**src/rtl/systolic_ws_fi_array.sv**
```systemverilog
// Weight-stationary ROWS x COLS MAC array with run controller and per-run fault injector.
// Latency ROWS+COLS cycles from activation handshake to out_valid; outputs have no backpressure.
module systolic_ws_fi_array #(
    parameter int D_W   = 8,
    parameter int ROWS  = 4,
    parameter int COLS  = 4,
    parameter int VEC_W = 8,
    localparam int ACC_W = 2*D_W + $clog2(ROWS)
) (
    input  logic                  clk,
    input  logic                  rst,
    input  logic                  start,
    input  logic                  skip_load,
    input  logic [VEC_W-1:0]      num_vec,
    input  logic                  w_valid,
    output logic                  w_ready,
    input  logic [COLS*D_W-1:0]   w_data,
    input  logic                  a_valid,
    output logic                  a_ready,
    input  logic [ROWS*D_W-1:0]   a_data,
    output logic                  out_valid,
    output logic [COLS*ACC_W-1:0] out_data,
    output logic                  busy,
    output logic                  done,
    input  logic                  fi_en,
    input  logic [7:0]            fi_row,
    input  logic [7:0]            fi_col,
    input  logic [1:0]            fi_target,
    input  logic [1:0]            fi_mode,
    input  logic [ACC_W-1:0]      fi_mask,
    output logic [15:0]           fi_hits
);
    localparam int SK_N = (ROWS*(ROWS-1))/2;
    localparam int DS_N = (COLS*(COLS-1))/2;

    typedef enum logic [1:0] {IDLE, LOAD, COMPUTE, DRAIN} state_t;

    state_t             state, state_nxt;
    logic [VEC_W-1:0]   cnt, num_vec_q;
    logic               fi_en_q;
    logic [7:0]         fi_row_q, fi_col_q;
    logic [1:0]         fi_tgt_q, fi_mode_q;
    logic [ACC_W-1:0]   fi_mask_q;
    logic               fault_on, inj_vld, w_hs, any_tok;

    logic [D_W-1:0]     w_q      [ROWS][COLS];
    logic [D_W-1:0]     w_eff    [ROWS][COLS];
    logic [D_W-1:0]     act_eff  [ROWS][COLS];
    logic [ACC_W-1:0]   psum_eff [ROWS][COLS];
    logic               act_vld  [ROWS][COLS];
    logic               psum_vld [ROWS][COLS];
    logic [D_W-1:0]     inj_dat  [ROWS];
    logic [D_W-1:0]     skew_dat [SK_N];
    logic               skew_vld [SK_N];
    logic [ACC_W-1:0]   dsk_dat  [DS_N];
    logic               dsk_vld  [COLS-1];
    logic [ACC_W-1:0]   col_out  [COLS];
    logic [ROWS*COLS-1:0] hit_vec;

    function automatic logic [ACC_W-1:0] apply_fault(input logic [ACC_W-1:0] v,
                                                     input logic [1:0] mode,
                                                     input logic [ACC_W-1:0] m);
        case (mode)
            2'd0:    return v ^ m;
            2'd1:    return v & ~m;
            2'd2:    return v | m;
            default: return v;
        endcase
    endfunction

    assign busy     = (state != IDLE);
    assign inj_vld  = a_valid && a_ready;
    assign w_hs     = w_valid && w_ready;
    assign fault_on = fi_en_q && (fi_row_q < 8'(ROWS)) && (fi_col_q < 8'(COLS))
                      && (fi_tgt_q != 2'd3) && (fi_mode_q != 2'd3);

    always_comb begin
        state_nxt = state;
        w_ready   = 1'b0;
        a_ready   = 1'b0;
        done      = 1'b0;
        case (state)
            IDLE:    if (start) state_nxt = skip_load ? COMPUTE : LOAD;
            LOAD: begin
                w_ready = 1'b1;
                if (w_valid && cnt == VEC_W'(ROWS-1)) state_nxt = COMPUTE;
            end
            COMPUTE: begin
                a_ready = (cnt != num_vec_q);
                if (cnt == num_vec_q || (a_valid && a_ready && cnt + VEC_W'(1) == num_vec_q))
                    state_nxt = DRAIN;
            end
            DRAIN: if (!any_tok) begin
                done      = 1'b1;
                state_nxt = IDLE;
            end
            default: state_nxt = IDLE;
        endcase
    end

    always_ff @(posedge clk or posedge rst) begin
        if (rst) begin
            state     <= IDLE;
            cnt       <= '0;
            num_vec_q <= '0;
            fi_en_q   <= 1'b0;
            fi_row_q  <= '0;
            fi_col_q  <= '0;
            fi_tgt_q  <= '0;
            fi_mode_q <= '0;
            fi_mask_q <= '0;
            fi_hits   <= '0;
        end else begin
            state <= state_nxt;
            if (state_nxt != state)   cnt <= '0;
            else if (w_hs || inj_vld) cnt <= cnt + VEC_W'(1);
            if (state == IDLE && start) begin
                num_vec_q <= num_vec;
                fi_en_q   <= fi_en;
                fi_row_q  <= fi_row;
                fi_col_q  <= fi_col;
                fi_tgt_q  <= fi_target;
                fi_mode_q <= fi_mode;
                fi_mask_q <= fi_mask;
                fi_hits   <= '0;
            end else if (|hit_vec && fi_hits != 16'hFFFF) begin
                fi_hits <= fi_hits + 16'd1;
            end
        end
    end

    for (genvar r = 0; r < ROWS; r++) begin : g_inj
        assign inj_dat[r] = inj_vld ? a_data[r*D_W +: D_W] : '0;
    end

    // Row r reaches column 0 through r skew stages, packed triangularly.
    for (genvar r = 1; r < ROWS; r++) begin : g_skew
        for (genvar k = 0; k < r; k++) begin : g_stage
            localparam int IDX = (r*(r-1))/2 + k;
            logic [D_W-1:0] d_in, d_r;
            logic           v_in, v_r;
            if (k == 0) begin : g_first
                assign d_in = inj_dat[r];
                assign v_in = inj_vld;
            end else begin : g_next
                assign d_in = skew_dat[IDX-1];
                assign v_in = skew_vld[IDX-1];
            end
            always_ff @(posedge clk or posedge rst) begin
                if (rst) begin
                    d_r <= '0;
                    v_r <= 1'b0;
                end else begin
                    d_r <= d_in;
                    v_r <= v_in;
                end
            end
            assign skew_dat[IDX] = d_r;
            assign skew_vld[IDX] = v_r;
        end
    end

    for (genvar r = 0; r < ROWS; r++) begin : g_row
        for (genvar c = 0; c < COLS; c++) begin : g_col
            logic             hit, vld_in, vld_r, pvld_r;
            logic [D_W-1:0]   w_src, w_r, act_in, act_r;
            logic [ACC_W-1:0] psum_in, psum_r;

            assign hit = fault_on && fi_row_q == 8'(r) && fi_col_q == 8'(c);
            if (r == 0) begin : g_top
                assign w_src   = w_data[c*D_W +: D_W];
                assign psum_in = '0;
            end else begin : g_below
                assign w_src   = w_q[r-1][c];
                assign psum_in = psum_eff[r-1][c];
            end
            if (c > 0) begin : g_right
                assign act_in = act_eff[r][c-1];
                assign vld_in = act_vld[r][c-1];
            end else if (r == 0) begin : g_direct
                assign act_in = inj_dat[0];
                assign vld_in = inj_vld;
            end else begin : g_skewed
                assign act_in = skew_dat[(r*(r-1))/2 + r-1];
                assign vld_in = skew_vld[(r*(r-1))/2 + r-1];
            end

            always_ff @(posedge clk or posedge rst) begin
                if (rst) begin
                    w_r    <= '0;
                    act_r  <= '0;
                    vld_r  <= 1'b0;
                    psum_r <= '0;
                    pvld_r <= 1'b0;
                end else begin
                    if (w_hs) w_r <= w_src;
                    act_r  <= act_in;
                    vld_r  <= vld_in;
                    psum_r <= psum_in + ACC_W'(act_eff[r][c]) * ACC_W'(w_eff[r][c]);
                    pvld_r <= vld_r;
                end
            end

            // Faults corrupt what consumers see, never the stored register contents.
            assign w_q[r][c]      = w_r;
            assign w_eff[r][c]    = (hit && fi_tgt_q == 2'd0) ?
                                    D_W'(apply_fault(ACC_W'(w_r), fi_mode_q, fi_mask_q)) : w_r;
            assign act_eff[r][c]  = (hit && fi_tgt_q == 2'd1) ?
                                    D_W'(apply_fault(ACC_W'(act_r), fi_mode_q, fi_mask_q)) : act_r;
            assign psum_eff[r][c] = (hit && fi_tgt_q == 2'd2) ?
                                    apply_fault(psum_r, fi_mode_q, fi_mask_q) : psum_r;
            assign act_vld[r][c]  = vld_r;
            assign psum_vld[r][c] = pvld_r;
            assign hit_vec[r*COLS+c] = hit && vld_r;
        end
    end

    for (genvar c = 0; c < COLS-1; c++) begin : g_dsk
        localparam int DEP = COLS-1-c;
        localparam int B   = (DEP*(DEP-1))/2;
        for (genvar k = 0; k < DEP; k++) begin : g_stage
            logic [ACC_W-1:0] d_in, d_r;
            if (k == 0) begin : g_first
                assign d_in = psum_eff[ROWS-1][c];
            end else begin : g_next
                assign d_in = dsk_dat[B+k-1];
            end
            always_ff @(posedge clk or posedge rst) begin
                if (rst) d_r <= '0;
                else     d_r <= d_in;
            end
            assign dsk_dat[B+k] = d_r;
        end
        assign col_out[c] = dsk_dat[B+DEP-1];
    end
    assign col_out[COLS-1] = psum_eff[ROWS-1][COLS-1];

    // Column 0 has the longest de-skew path, so its token alone marks the output wavefront.
    for (genvar k = 0; k < COLS-1; k++) begin : g_dsk_vld
        logic v_r;
        always_ff @(posedge clk or posedge rst) begin
            if (rst)         v_r <= 1'b0;
            else if (k == 0) v_r <= psum_vld[ROWS-1][0];
            else             v_r <= dsk_vld[k-1 < 0 ? 0 : k-1];
        end
        assign dsk_vld[k] = v_r;
    end

    always_comb begin
        any_tok = 1'b0;
        for (int r = 0; r < ROWS; r++)
            for (int c = 0; c < COLS; c++)
                any_tok = any_tok | act_vld[r][c] | psum_vld[r][c];
        for (int i = 0; i < SK_N; i++)   any_tok = any_tok | skew_vld[i];
        for (int k = 0; k < COLS-1; k++) any_tok = any_tok | dsk_vld[k];
    end

    always_ff @(posedge clk or posedge rst) begin
        if (rst) begin
            out_valid <= 1'b0;
            out_data  <= '0;
        end else begin
            out_valid <= dsk_vld[COLS-2];
            for (int c = 0; c < COLS; c++) out_data[c*ACC_W +: ACC_W] <= col_out[c];
        end
    end
endmodule

```
**config.mk**
```make
export PLATFORM = sky130hd
export DESIGN_NAME = systolic_ws_fi_array
export DESIGN_NICKNAME = d
export VERILOG_FILES = /design/src/rtl/systolic_ws_fi_array.sv
export SDC_FILE = /design/constraint.sdc
export NUM_CORES = 2
export LEC_CHECK = 0
export ABC_AREA = 1
export CELL_PAD_IN_SITES_DETAIL_PLACEMENT = 0
export CELL_PAD_IN_SITES_GLOBAL_PLACEMENT = 1
export CORE_AREA = 5 5 427 429
export CTS_CLUSTER_SIZE = 40
export DETAILED_ROUTE_END_ITERATION = 10
export DIE_AREA = 0 0 432 434
export HOLD_SLACK_MARGIN = 0.12
export PLACE_DENSITY_LB_ADDON = 0.2
export SLEW_MARGIN = 20
export SYNTH_ARGS = -nofsm -noshare
export SYNTH_HDL_FRONTEND = slang
export SYNTH_SLANG_ARGS = --single-unit
export TNS_END_PERCENT = 50
```
**constraint.sdc**
```tcl
create_clock -name clk -period 75.5 [get_ports clk]
set_input_delay 11.325 -clock clk [delete_from_list [all_inputs] [get_ports clk]]
set_output_delay 11.325 -clock clk [all_outputs]
set_load 0.02 [all_outputs]
```
==> impl_metrics.ini <==
[status]
status = finished clean

[clock_tree]
cts-buffers-inserted = 103
tritoncts = done
clkLatencyLatePin_ns = 0.78
clockBufferDepth = 3
ctsResizeCount = 0
hold_buffers = 0
clockRootBuffer = clkbuf_16
cts.htree.levels = 3
clock_sinks = 846
clkTransAtPathRegs_ns = 0.06
cts_setup_buffers = 0

[drt]
drc_errors = 0
viasPerCell = 5.33
dr.first_iter.drc_count = 4865
first_pass_iters = 5
wl_per_cell_um = 19.7
route.vias.total = 74400
drtAntennaViolNets = 0
totalWireLength_um = 274000

[sta]
slew_headroom_pct = 23.2
setup_tns_ns = 0
clock_skew_ns = 0.0508
tightest_slew_ns = 1.15
rsz0062_at_grt = no
setup_viol = 0
min_period_ns = 14.98
hold_violations = 0
slew_violations = 0
finalCritPeriodShare_pct = 19.8
max_freq_mhz = 66.8

[worst_setup_path]
cp.arrival_ns = 15.74
worstPathMaxFanout = 101
r2r_end = g_row[3].g_col[3].psum_r[15]$_DFF_PP0_
critPathRequiredTime_ns = 76.26
regToRegStartpoint = fi_mode_q[1]$_DFFE_PP0P_
r2r_cells = 26
path_class = in2async
startpoint_type = primary input
endpoint_kind = async pin
rrSetupSlack_ns = 66.31

[finish]
multi_input_area_mm2 = 0.0619
seqCellArea_mm2 = 0.0212
drive_gt1_share_pct = 3.87
num-fill-cells = 16300
syn_to_final_growth_pct = 9.04
fin_cells = 13900
layout.nets = 14100

[floorplan]
num_rows = 155
dieArea_mm2 = 0.187
ios = 210
initial_core_util_pct = 52.7
die_h_um = 434
core-area_mm2 = 0.178
die_w_um = 432

[global_route]
grt_usage_pct = 29.3
grt_pass1_vias = 74000
grt_max_degree = 200
globalRouteOverflowTotal = 0
grt_pass1_wl_um = 429000
antenna_found_initial = 5

[worst_hold_path]
hp-start = g_skew[2].g_stage[0].d_r[4]$_DFF_PP0_
min_path_type = reg2reg
min_path_cells = 0
whs_endpoint = g_row[2].g_col[0].act_in[4]$_DFF_PP0_

[logic_synthesis]
synthCells = 11400
synth-edff-count = 0
yosysUniqueCellTypes = 48
synth_flop_cell = dfrtp_1
avgSynthCellArea_um2 = 8.23
syn_nets = 14000
ys_ff_latch = 846
yosysWarnings = 0
seq_area_frac_synth_pct = 22.6
async_reset_ff_share_pct = 100
synth_area_mm2 = 0.0938

[placed_design]
placed_cells = 13800
io_buffers = 209
place.gp.congestion = 0.942
hpwlAfterDp_um = 208000

[power]
irDropWorstVdd_uv = 36.3
power_density_mw_per_mm2 = 27.5
power_leakage_nw = 56.3

[run]
drv_cap = 0
-- placed cells by master, fill, tap and decap left out, drive strengths merged, types with 35 or more instances in the layout --
cell type and instances:
o21a 35, a21oi 358, dfrtp 846, nor2 1091, o21ai 601, nand2 2064, fa 744, clkdlybuf4s50 209
nand3 114, ha 1698, nand4 36, nor3 38, a221oi 175, xor2 164, xnor2 80, o211ai 342
clkbuf 128, buf 90, inv 2554
-- metal layers --
metal | part of all wire, % | track usage, % | vias up
li1 | - | - | 35700
met1 | 45 | 40.0 | 36400
met2 | 46 | 48.0 | 1865
met3 | 5.3 | 3.88 | 399
met4 | 4.1 | 10.5 | 4
met5 | 0.0098 | 0 | -
-- synth_stat cells (6+ instances only) --
cell type | instances | area share (%)
nor2_1 | 1066 | 4.3
clkbuf_1 | 244 | 0.98
inv_2 | 27 | 0.11
o21ai_1 | 108 | 0.58
a2111oi_0 | 6 | 0.056
o21ai_0 | 462 | 2.5
fa_1 | 744 | 16
a31oi_1 | 7 | 0.047
o31ai_1 | 16 | 0.13
or2_2 | 16 | 0.11
nand2_1 | 2062 | 8.3
inv_1 | 2519 | 10
nand3_1 | 107 | 0.57
o21ai_2 | 31 | 0.29
o21bai_1 | 12 | 0.096
and2_1 | 6 | 0.040
buf_2 | 24 | 0.13
nor2_4 | 6 | 0.072
mux2_2 | 20 | 0.24
nand4_1 | 36 | 0.24
nor3_1 | 33 | 0.18
o211ai_1 | 342 | 2.7
xor2_1 | 164 | 1.5
nand3_2 | 7 | 0.075
o21a_1 | 35 | 0.28
a21boi_0 | 8 | 0.064
a211oi_1 | 26 | 0.21
ha_1 | 1698 | 23
xnor2_1 | 80 | 0.75
dfrtp_1 | 846 | 23
a21oi_1 | 347 | 1.9
a21o_1 | 11 | 0.088
nor4_1 | 14 | 0.093
buf_1 | 26 | 0.10
a221oi_1 | 175 | 1.6
nor2_2 | 19 | 0.13
a21oi_2 | 11 | 0.10
or2_1 | 9 | 0.060
-- worst max-delay path, stage by stage --
cell and delay, ns:
clkdlybuf4s50_1 0.49, inv_8 0.51, buf_4 0.81, buf_4 0.78
buf_4 0.80, buf_4 0.77
-- sequential cells by signal, indices dropped and copies added, names as in the netlist, 2 cells and up --
| register | flops |
|---|---|
| cnt | 8 |
| out_data | 72 |
| fi_hits | 16 |
| fi_mask_q | 18 |
| fi_mode_q | 2 |
| g_row.g_col.vld_r | 6 |
| state | 2 |
| g_row.g_col.psum_r | 280 |
| g_row.g_col.w_r | 128 |
| fi_col_q | 8 |
| g_row.g_col.act_in | 24 |
| num_vec_q | 8 |
| g_row.g_col.act_r | 128 |
| g_dsk.g_stage.d_r | 108 |
| fi_row_q | 8 |
| g_skew.g_stage.d_r | 24 |
| fi_tgt_q | 2 |
-- final cells by class --
| cell class | count | share of cell area (%) |
|---|---|---|
| multi-input combinational | 7705 | 60.6 |
| inverter | 2546 | 9.40 |
| tap | 2355 | 2.88 |
| clock inverter | 61 | 0.863 |
| clock buffer | 128 | 2.79 |
| timing repair buffer | 299 | 2.77 |
| antenna | 4 | 0.00979 |
| sequential | 846 | 20.7 |
-- report_power, final --
group / switching [mW] / internal, mW
logic: 1.09 / 0.502
clock network: 0.227 / 0.323
registers: 0.0937 / 0.573
total: 1.41 / 1.40
-- per-stage QoR --
stage	instance area [µm²]	worst slack (ns)	power (mW)	utilization, %	hold slack, ns
2_1_floorplan	93800	40.41	1.69	-	0.331
3_3_place_gp	98500	59.64	2.20	55.4	0.332
3_5_place_dp	98500	59.59	2.26	55.4	0.335
4_1_cts	102000	60.38	2.82	57.5	0.327
5_1_grt	102000	59.80	3.05	57.5	0.333
6_report	102000	60.52	2.81	57.5	0.333
-- how the worst max path moves through the flow --
| stage | start | endpoint | slack [ns] | depth (start not counted) |
|---|---|---|---|---|
| 6_report | rst | g_row[1].g_col[3].psum_r[5]$_DFF_PP0_ | 60.52 | 6 |
| 5_1_grt | rst | g_row[2].g_col[3].w_r[5]$_DFFE_PP0P_ | 59.80 | 6 |
| 4_1_cts | rst | g_row[1].g_col[3].psum_r[10]$_DFF_PP0_ | 60.38 | 6 |
| 3_5_place_dp | rst | g_row[1].g_col[3].psum_r[12]$_DFF_PP0_ | 59.59 | 6 |
| 3_3_place_gp | rst | g_row[1].g_col[3].psum_r[10]$_DFF_PP0_ | 59.64 | 6 |
| 2_1_floorplan | rst | cnt[0]$_DFFE_PP0P_ | 40.41 | 1 |
-- logic make-up after synthesis --
group	synth area share [%]
buffers and inverters	11.4
adder cells (fa/ha/maj)	38.5
AND/OR/NAND/NOR	14.2
flip-flops	22.6
XOR/XNOR	2.28
multiplexers	0.240
AO/OA/AOI/OAI	10.7
Power figures use the tool's default switching activity.
